`config.mk`:
```
export PLATFORM = sky130hd
export DESIGN_NAME = mod_counter_flat
export DESIGN_NICKNAME = d
export VERILOG_FILES = /design/src/rtl/mod_counter_if.sv /design/src/rtl/mod_counter.sv /design/src/flat_wrapper.sv
export SDC_FILE = /design/constraint.sdc
export NUM_CORES = 1
export LEC_CHECK = 0
export BUFFER_PORTS_ARGS = -buffer_cell sky130_fd_sc_hd__buf_2
export CAP_MARGIN = 30
export CELL_PAD_IN_SITES_DETAIL_PLACEMENT = 1
export CELL_PAD_IN_SITES_GLOBAL_PLACEMENT = 1
export CORE_ASPECT_RATIO = 0.8
export CORE_MARGIN = 2
export CORE_UTILIZATION = 26
export DETAILED_ROUTE_END_ITERATION = 16
export HOLD_SLACK_MARGIN = 0.06
export PLACE_DENSITY_LB_ADDON = 0.1
export SYNTH_ARGS = -nofsm -noshare
export SYNTH_HDL_FRONTEND = slang
export SYNTH_SLANG_ARGS = --single-unit
```
`constraint.sdc`:
```
create_clock -name Clk -period 3.5 [get_ports Clk]
set_input_delay 0.175 -clock Clk [delete_from_list [all_inputs] [get_ports Clk]]
set_output_delay 0.175 -clock Clk [all_outputs]
set_load 0.01 [all_outputs]
```
`src/rtl/mod_counter_if.sv`:
```
// Bus bundle for mod_counter: control strobes in, count/flags out.
// MOD_COUNTER_WRAPCNT_EN adds the 16-bit WrapCnt wrap tally.
interface mod_counter_if #(
  parameter int WIDTH = 6
);
  logic             En;
  logic             Up;
  logic             Load;
  logic [WIDTH-1:0] LoadVal;
  logic [WIDTH-1:0] Count;
  logic             Tc;
  logic             Wrap;
`ifdef MOD_COUNTER_WRAPCNT_EN
  logic [15:0]      WrapCnt;

  modport master (
    output En, Up, Load, LoadVal,
    input  Count, Tc, Wrap, WrapCnt
  );

  modport slave (
    input  En, Up, Load, LoadVal,
    output Count, Tc, Wrap, WrapCnt
  );
`else
  modport master (
    output En, Up, Load, LoadVal,
    input  Count, Tc, Wrap
  );

  modport slave (
    input  En, Up, Load, LoadVal,
    output Count, Tc, Wrap
  );
`endif
endinterface

```
`src/rtl/mod_counter.sv`:
```
// Up/down modulo counter over [MIN_VAL, MAX_VAL] with clamped load, wrap pulse
// and optional saturation. MOD_COUNTER_WRAPCNT_EN adds the WrapCnt tally.
module mod_counter #(
  parameter int WIDTH    = 6,
  parameter int MIN_VAL  = 1,
  parameter int MAX_VAL  = 61,
  parameter int SATURATE = 0
) (
  input  logic         Clk,
  input  logic         Reset,
  mod_counter_if.slave bus
);

  if ((MIN_VAL < 0) || (MIN_VAL >= MAX_VAL) || (MAX_VAL > ((2 ** WIDTH) - 1))) begin : g_bad_params
    $error("mod_counter: requires 0 <= MIN_VAL < MAX_VAL <= 2**WIDTH-1");
  end

  localparam logic [WIDTH-1:0] MIN_V  = MIN_VAL[WIDTH-1:0];
  localparam logic [WIDTH-1:0] MAX_V  = MAX_VAL[WIDTH-1:0];
  localparam logic             SAT_EN = (SATURATE != 0);

  logic [WIDTH-1:0] count_r;
  logic             wrap_r;
  logic [WIDTH-1:0] next_count_s;
  logic             wrap_next_s;

  // Next-state decode: load (clamped) beats count; limits are compared before stepping.
  always_comb begin
    next_count_s = count_r;
    wrap_next_s  = 1'b0;
    if (bus.Load) begin
      if (bus.LoadVal > MAX_V) begin
        next_count_s = MAX_V;
      end else if (bus.LoadVal < MIN_V) begin
        next_count_s = MIN_V;
      end else begin
        next_count_s = bus.LoadVal;
      end
    end else if (bus.En) begin
      if (bus.Up) begin
        if (count_r < MAX_V) begin
          next_count_s = count_r + 1'b1;
        end else if (SAT_EN) begin
          next_count_s = MAX_V;
        end else begin
          next_count_s = MIN_V;
          wrap_next_s  = 1'b1;
        end
      end else begin
        if (count_r > MIN_V) begin
          next_count_s = count_r - 1'b1;
        end else if (SAT_EN) begin
          next_count_s = MIN_V;
        end else begin
          next_count_s = MAX_V;
          wrap_next_s  = 1'b1;
        end
      end
    end else begin
      next_count_s = count_r;
    end
  end

  // Count and wrap-pulse registers.
  always_ff @(posedge Clk or negedge Reset) begin
    if (!Reset) begin
      count_r <= MIN_V;
      wrap_r  <= 1'b0;
    end else begin
      count_r <= next_count_s;
      wrap_r  <= wrap_next_s;
    end
  end

  assign bus.Count = count_r;
  assign bus.Wrap  = wrap_r;
  assign bus.Tc    = (bus.Up && (count_r == MAX_V)) || (!bus.Up && (count_r == MIN_V));

`ifdef MOD_COUNTER_WRAPCNT_EN
  logic [15:0] wrap_cnt_r;

  // Free-running tally of wrap edges; rolls over naturally at 16 bits.
  always_ff @(posedge Clk or negedge Reset) begin
    if (!Reset) begin
      wrap_cnt_r <= 16'd0;
    end else if (wrap_next_s) begin
      wrap_cnt_r <= wrap_cnt_r + 16'd1;
    end else begin
      wrap_cnt_r <= wrap_cnt_r;
    end
  end

  assign bus.WrapCnt = wrap_cnt_r;
`endif

endmodule

```
`src/flat_wrapper.sv`:
```
// flat-port wrapper written by rule: the top's interface ports become plain ports
module mod_counter_flat 
#(
  parameter int WIDTH    = 6,
  parameter int MIN_VAL  = 1,
  parameter int MAX_VAL  = 61,
  parameter int SATURATE = 0
)
  (Clk, Reset, bus_En, bus_Up, bus_Load, bus_LoadVal, bus_Count, bus_Tc, bus_Wrap);
  mod_counter_if #(.WIDTH(WIDTH)) bus_i ();
  input  logic Clk;
  input  logic Reset;
  input wire logic [$bits(bus_i.En)-1:0] bus_En;
  input wire logic [$bits(bus_i.Up)-1:0] bus_Up;
  input wire logic [$bits(bus_i.Load)-1:0] bus_Load;
  input wire logic [$bits(bus_i.LoadVal)-1:0] bus_LoadVal;
  output wire logic [$bits(bus_i.Count)-1:0] bus_Count;
  output wire logic [$bits(bus_i.Tc)-1:0] bus_Tc;
  output wire logic [$bits(bus_i.Wrap)-1:0] bus_Wrap;
  assign bus_i.En = bus_En;
  assign bus_i.Up = bus_Up;
  assign bus_i.Load = bus_Load;
  assign bus_i.LoadVal = bus_LoadVal;
  assign bus_Count = bus_i.Count;
  assign bus_Tc = bus_i.Tc;
  assign bus_Wrap = bus_i.Wrap;
  mod_counter #(.WIDTH(WIDTH), .MIN_VAL(MIN_VAL), .MAX_VAL(MAX_VAL), .SATURATE(SATURATE)) u_core (.Clk(Clk), .Reset(Reset), .bus(bus_i));
endmodule
```
# Word level (Yosys, flattened, before mapping)
# Cells that the tools add are included.
# word_totals
regBits,7
in_bits,11
elab_cells,27
output_inout_bits,8
# op_classes
n_addsub,2
muxes,12
n_reduce_logical,5
n_lt_le_gt_ge,4
n_eq_ne,2
# op_table
cell,n
two-way mux 6 bit,7
adder 6 x 1 -> 6 bit (second input constant),1
equality test 6 x 1 -> 1 bit (second input constant),1
equality test 6 bit (second input constant),1
greater-than comparator 6 x 1 -> 1 bit (second input constant),1
greater-than comparator 6 bit (second input constant),1
less-than comparator 6 x 1 -> 1 bit (second input constant),1
less-than comparator 6 bit (second input constant),1
subtractor 6 x 1 -> 6 bit (second input constant),1
two-way mux 1 bit,5
logical AND 1 bit,2
nonzero test 2 bit,1
logical NOT 1 bit,1
logical OR 1 bit,1

# Logic depth before layout (Yosys ltp)
# depth
ltp_word,5
mapped_depth,6
mapped_depth_nobuf,6

# Worst setup path after synthesis
# OpenSTA, ideal clock, no wires.
# synth_timing
kind,register to register
startpoint,register u_core.count_r[0] (netlist: u_core.bus.Count[0])
endpoint,register u_core.count_r[3] (netlist: u_core.bus.Count[3])
t_required_ns,3.368
setup_ns,0.132
path_slack_ns,1.662
t_arrival_ns,1.706
stages_incl_launch_ff,7
cell_sequence,dfstp_2 > inv_1 > ha_1 > nand4b_1 > a311o_1 > a211oi_1 > a21oi_1
# synth_via
elab_chain_len,5
word_cells_on_any_way,9
# synth_rtl
item,line,rtl
from (decl),mod_counter.sv:22,logic [WIDTH-1:0] count_r;
from (signal assigned),mod_counter.sv:70,count_r <= next_count_s;
subtractor 6 x 1 -> 6 bit (tied with other cells),mod_counter.sv:51,next_count_s = count_r - 1'b1;
"two-way mux 6 bit, on equally long branches","mod_counter.sv:50, mod_counter.sv:41",
two-way mux 6 bit *,mod_counter.sv:40,if (bus.Up) begin
two-way mux 6 bit *,mod_counter.sv:39,end else if (bus.En) begin
two-way mux 6 bit *,mod_counter.sv:31,if (bus.Load) begin
# Every way passes the cells marked *; elsewhere a longest branch is shown, timed or not. The select of a mux whose other input is x is not followed.
# A chain may end at the register's enable or synchronous reset.

# Worst setup path after layout
# Same ends and word-level chain as after synthesis.

==> results by group <==
Drt
  • Vias per inst: between 5 and 6
  • WL/cell: between 15 and 20 um
  • Met1 wire length: ~1.2 mm
  • Drt pass-1 iters: 4
  • Top routing layer in use: met3
  • Routed wire length: 2.33 mm
  • Iteration-0 DRC Markers: 26
  • Met2 wire len: 1.02 mm
  • Post-route DRC violation count: 0
  • Via Count: 767
  • Post-DRT Antenna Nets: 0
  • WL met3: approximately 86 um

Min path
  • Hold path start: bus_LoadVal[2]
  • Worst min path class: input port to flop

GRT
  • First-pass GRT wire length: around 3.8 mm
  • Largest net degree at the start of global routing: 19
  • GRT overflow: 0
  • Vias in the first global route: slightly above 700
  • Initial antenna violation count: 0
  • Gr usage total: 14.8%

CTS
  • Post_cts resized: 0
  • CTS max path bufs: 2
  • CTS hold repair buffers: 1
  • CTS Root Buffer Type: clkbuf_4
  • TritonCTS Buffers: 3
  • Setup Buffers After CTS: 0
  • H-Tree Depth: 1
  • Later-pin clock latency in the skew report: 0.24 ns
  • CTS sink count: 7
  • Clock transition at path regs: 0.05 ns
  • CTS tree: built

Power
  • PwrDens: 343 nW/um2
  • Total chip power: roughly 300 uW
  • Maximum VDD drop: between 0.00015 and 0.0002 V
  • Leakage Power: 0.000365 uW

Floorplanning
  • Row cnt: 17
  • Die area: 3320 um2
  • Initial core utilization: approximately 27%
  • IO Pins: 19
  • Die width: 63.9 um
  • Core Region: roughly 2700 um2
  • Die Height: 51.9 um

Layout
  • Most common cell after layout, fill and taps aside: buf_2
  • Share of cells above drive strength 1: a little under a quarter
  • Design area: 876 um2
  • Syn-to-layout area delta: 17.4%
  • Fin nets: 126
  • Commonest non-fill, non-tap cells in the layout: buf_2 (18), nor2_1 (13), nand2_1 (8), dfrtp_1 (6), a21oi_1 (5)
  • Antenna cells: 0
  • Fin cells: around 150

Outcome
  • Run status: complete, no violations

STA
  • Minimum clock period: 2.07 ns
  • Fin Hold WS: 0.185 ns
  • Sum Neg Setup Slack: 0 ns
  • Setup-failing EPs final: 0
  • FMAX: 483 MHz
  • Relative slew slack: a little under two thirds
  • Tcrit/Tclk final: 59.2%
  • RSZ-0062 raised after global routing: false
  • Hold Violations, Final: 0
  • Setup Skew: 0.000142 ns
  • Tightest Pin Transition: approximately 0.55 ns
  • Slew Viols, Final: 0

Setup path
  • CP peak stage delay: 0.63 ns
  • Req. time, crit path: 3.62 ns
  • Worst setup path class: flop to flop
  • Worst setup path startpoint: u_core.bus.Count[0]
  • Setup crit end kind: flop
  • Max stage delay cell, worst path: dfstp_2
  • Startpoint types: flop
  • Reg-to-reg startpoint: u_core.bus.Count[0]
  • Critical path arrival: approximately 2.2 ns
  • Crit-path max FO: 11
  • Top Family by Delay on Critical Path: compound AO/OA/AOI/OAI gates
  • Worst-path cell chain: inv_1, ha_1, nand4b_1, a311o_1, a211oi_1, a21oi_1
  • Buf/Inv on CP: 1
  • FF-to-FF setup slack: 1.43 ns

Placement
  • IO buf count: 18
  • RD Place Congestion: 0.789
  • Hpwl dp: 1.71 mm
  • Dpl cells: 144
  • Post-Place Cell Area: 840 um2

Synthesis
  • Number of flops mapped to enable cells by yosys: 0
  • Synthesized area per cell: 7.77 um2
  • Async S/R FF share, synth: 100%
  • Syn Nets: 110
  • Yosys cell types: 46
  • Top FF cell, synth: dfrtp_1
  • Mapped cell area: about 750 um2
  • Syn Inst Count: 96
  • Seq/Total Area, Yosys: 23.7%
  • Synth Register Bits: 7
  • Ys Warns: 0

Job
  • Max-cap violations: 0
==> layer usage <==
| layer | track usage [%] | up-vias |
|---|---|---|
| met5 | 0 | - |
| met4 | 2.17 | 0 |
| met3 | 3.46 | 0 |
| met2 | 22.2 | 15 |
| met1 | 21.9 | 364 |
| li1 | - | 388 |
==> layout make-up <==
class	count	area [um2]
fill	345	1870
multi-input combinational	78	514
sequential	7	176
timing repair buffer	19	100
tap	38	47.5
clock buffer	4	26.3
inverter	3	11.3
==> power breakdown <==
part / internal, uW / switching [uW] / total [uW]
logic: 50.0 / 57.0 / 107
registers: 90.3 / 30.7 / 121
clock network: 43.4 / 28.6 / 72.1
total: 184 / 116 / 300
==> cells in the mapped netlist, drive strengths merged, types with 2 or more instances <==
master | count | share of area (%)
xor2 | 2 | 2.3
nor3b | 2 | 2.0
nand2b | 2 | 1.7
dfrtp | 6 | 20
inv | 3 | 1.5
nor3 | 3 | 2.0
clkbuf | 4 | 2.0
ha | 3 | 5.0
a211oi | 2 | 2.0
nor2 | 13 | 6.5
buf | 4 | 3.9
a21oi | 5 | 3.4
o31ai | 2 | 2.0
nand3 | 3 | 2.7
o311ai | 2 | 2.3
o21ai | 5 | 3.4
o31a | 3 | 3.5
nand2 | 8 | 4.0
==> kinds of logic (layout without fill, tap and decap cells) <==
family	after synthesis	after routing	synth area share [%]
AO/OA/AOI/OAI	29	29	28.5
buffers and inverters	11	26	7.38
multiplexers	1	1	1.34
flip-flops	7	7	23.7
XOR/XNOR	3	3	3.52
AND/OR/NAND/NOR	42	42	30.5
adder cells (fa/ha/maj)	3	3	5.03
==> through the flow <==
step	utilization (%)	setup WS (ns)
after floorplan	-	1.66
after global placement	30.6	1.50
after detailed placement	30.6	1.44
after CTS	31.9	1.40
after global routing	31.9	1.30
final	31.9	1.43
==> flip-flops by register name, summed over array words and instances (netlist names) <==
| register | flops |
|---|---|
| u_core.bus.Count | 6 |
| u_core.bus.Wrap | 1 |
==> worst paths after layout <==
check                                       to  cells after the start
max in group asynchronous  u_core.bus.Count[0]                      2
min reg2reg                u_core.bus.Count[0]                      2
max reg2reg                u_core.bus.Count[3]                      6
min in group asynchronous  u_core.bus.Count[5]                      2
max                        u_core.bus.Count[3]                      6
min                        u_core.bus.Count[2]                      2
(Power assumes the default switching activity.)
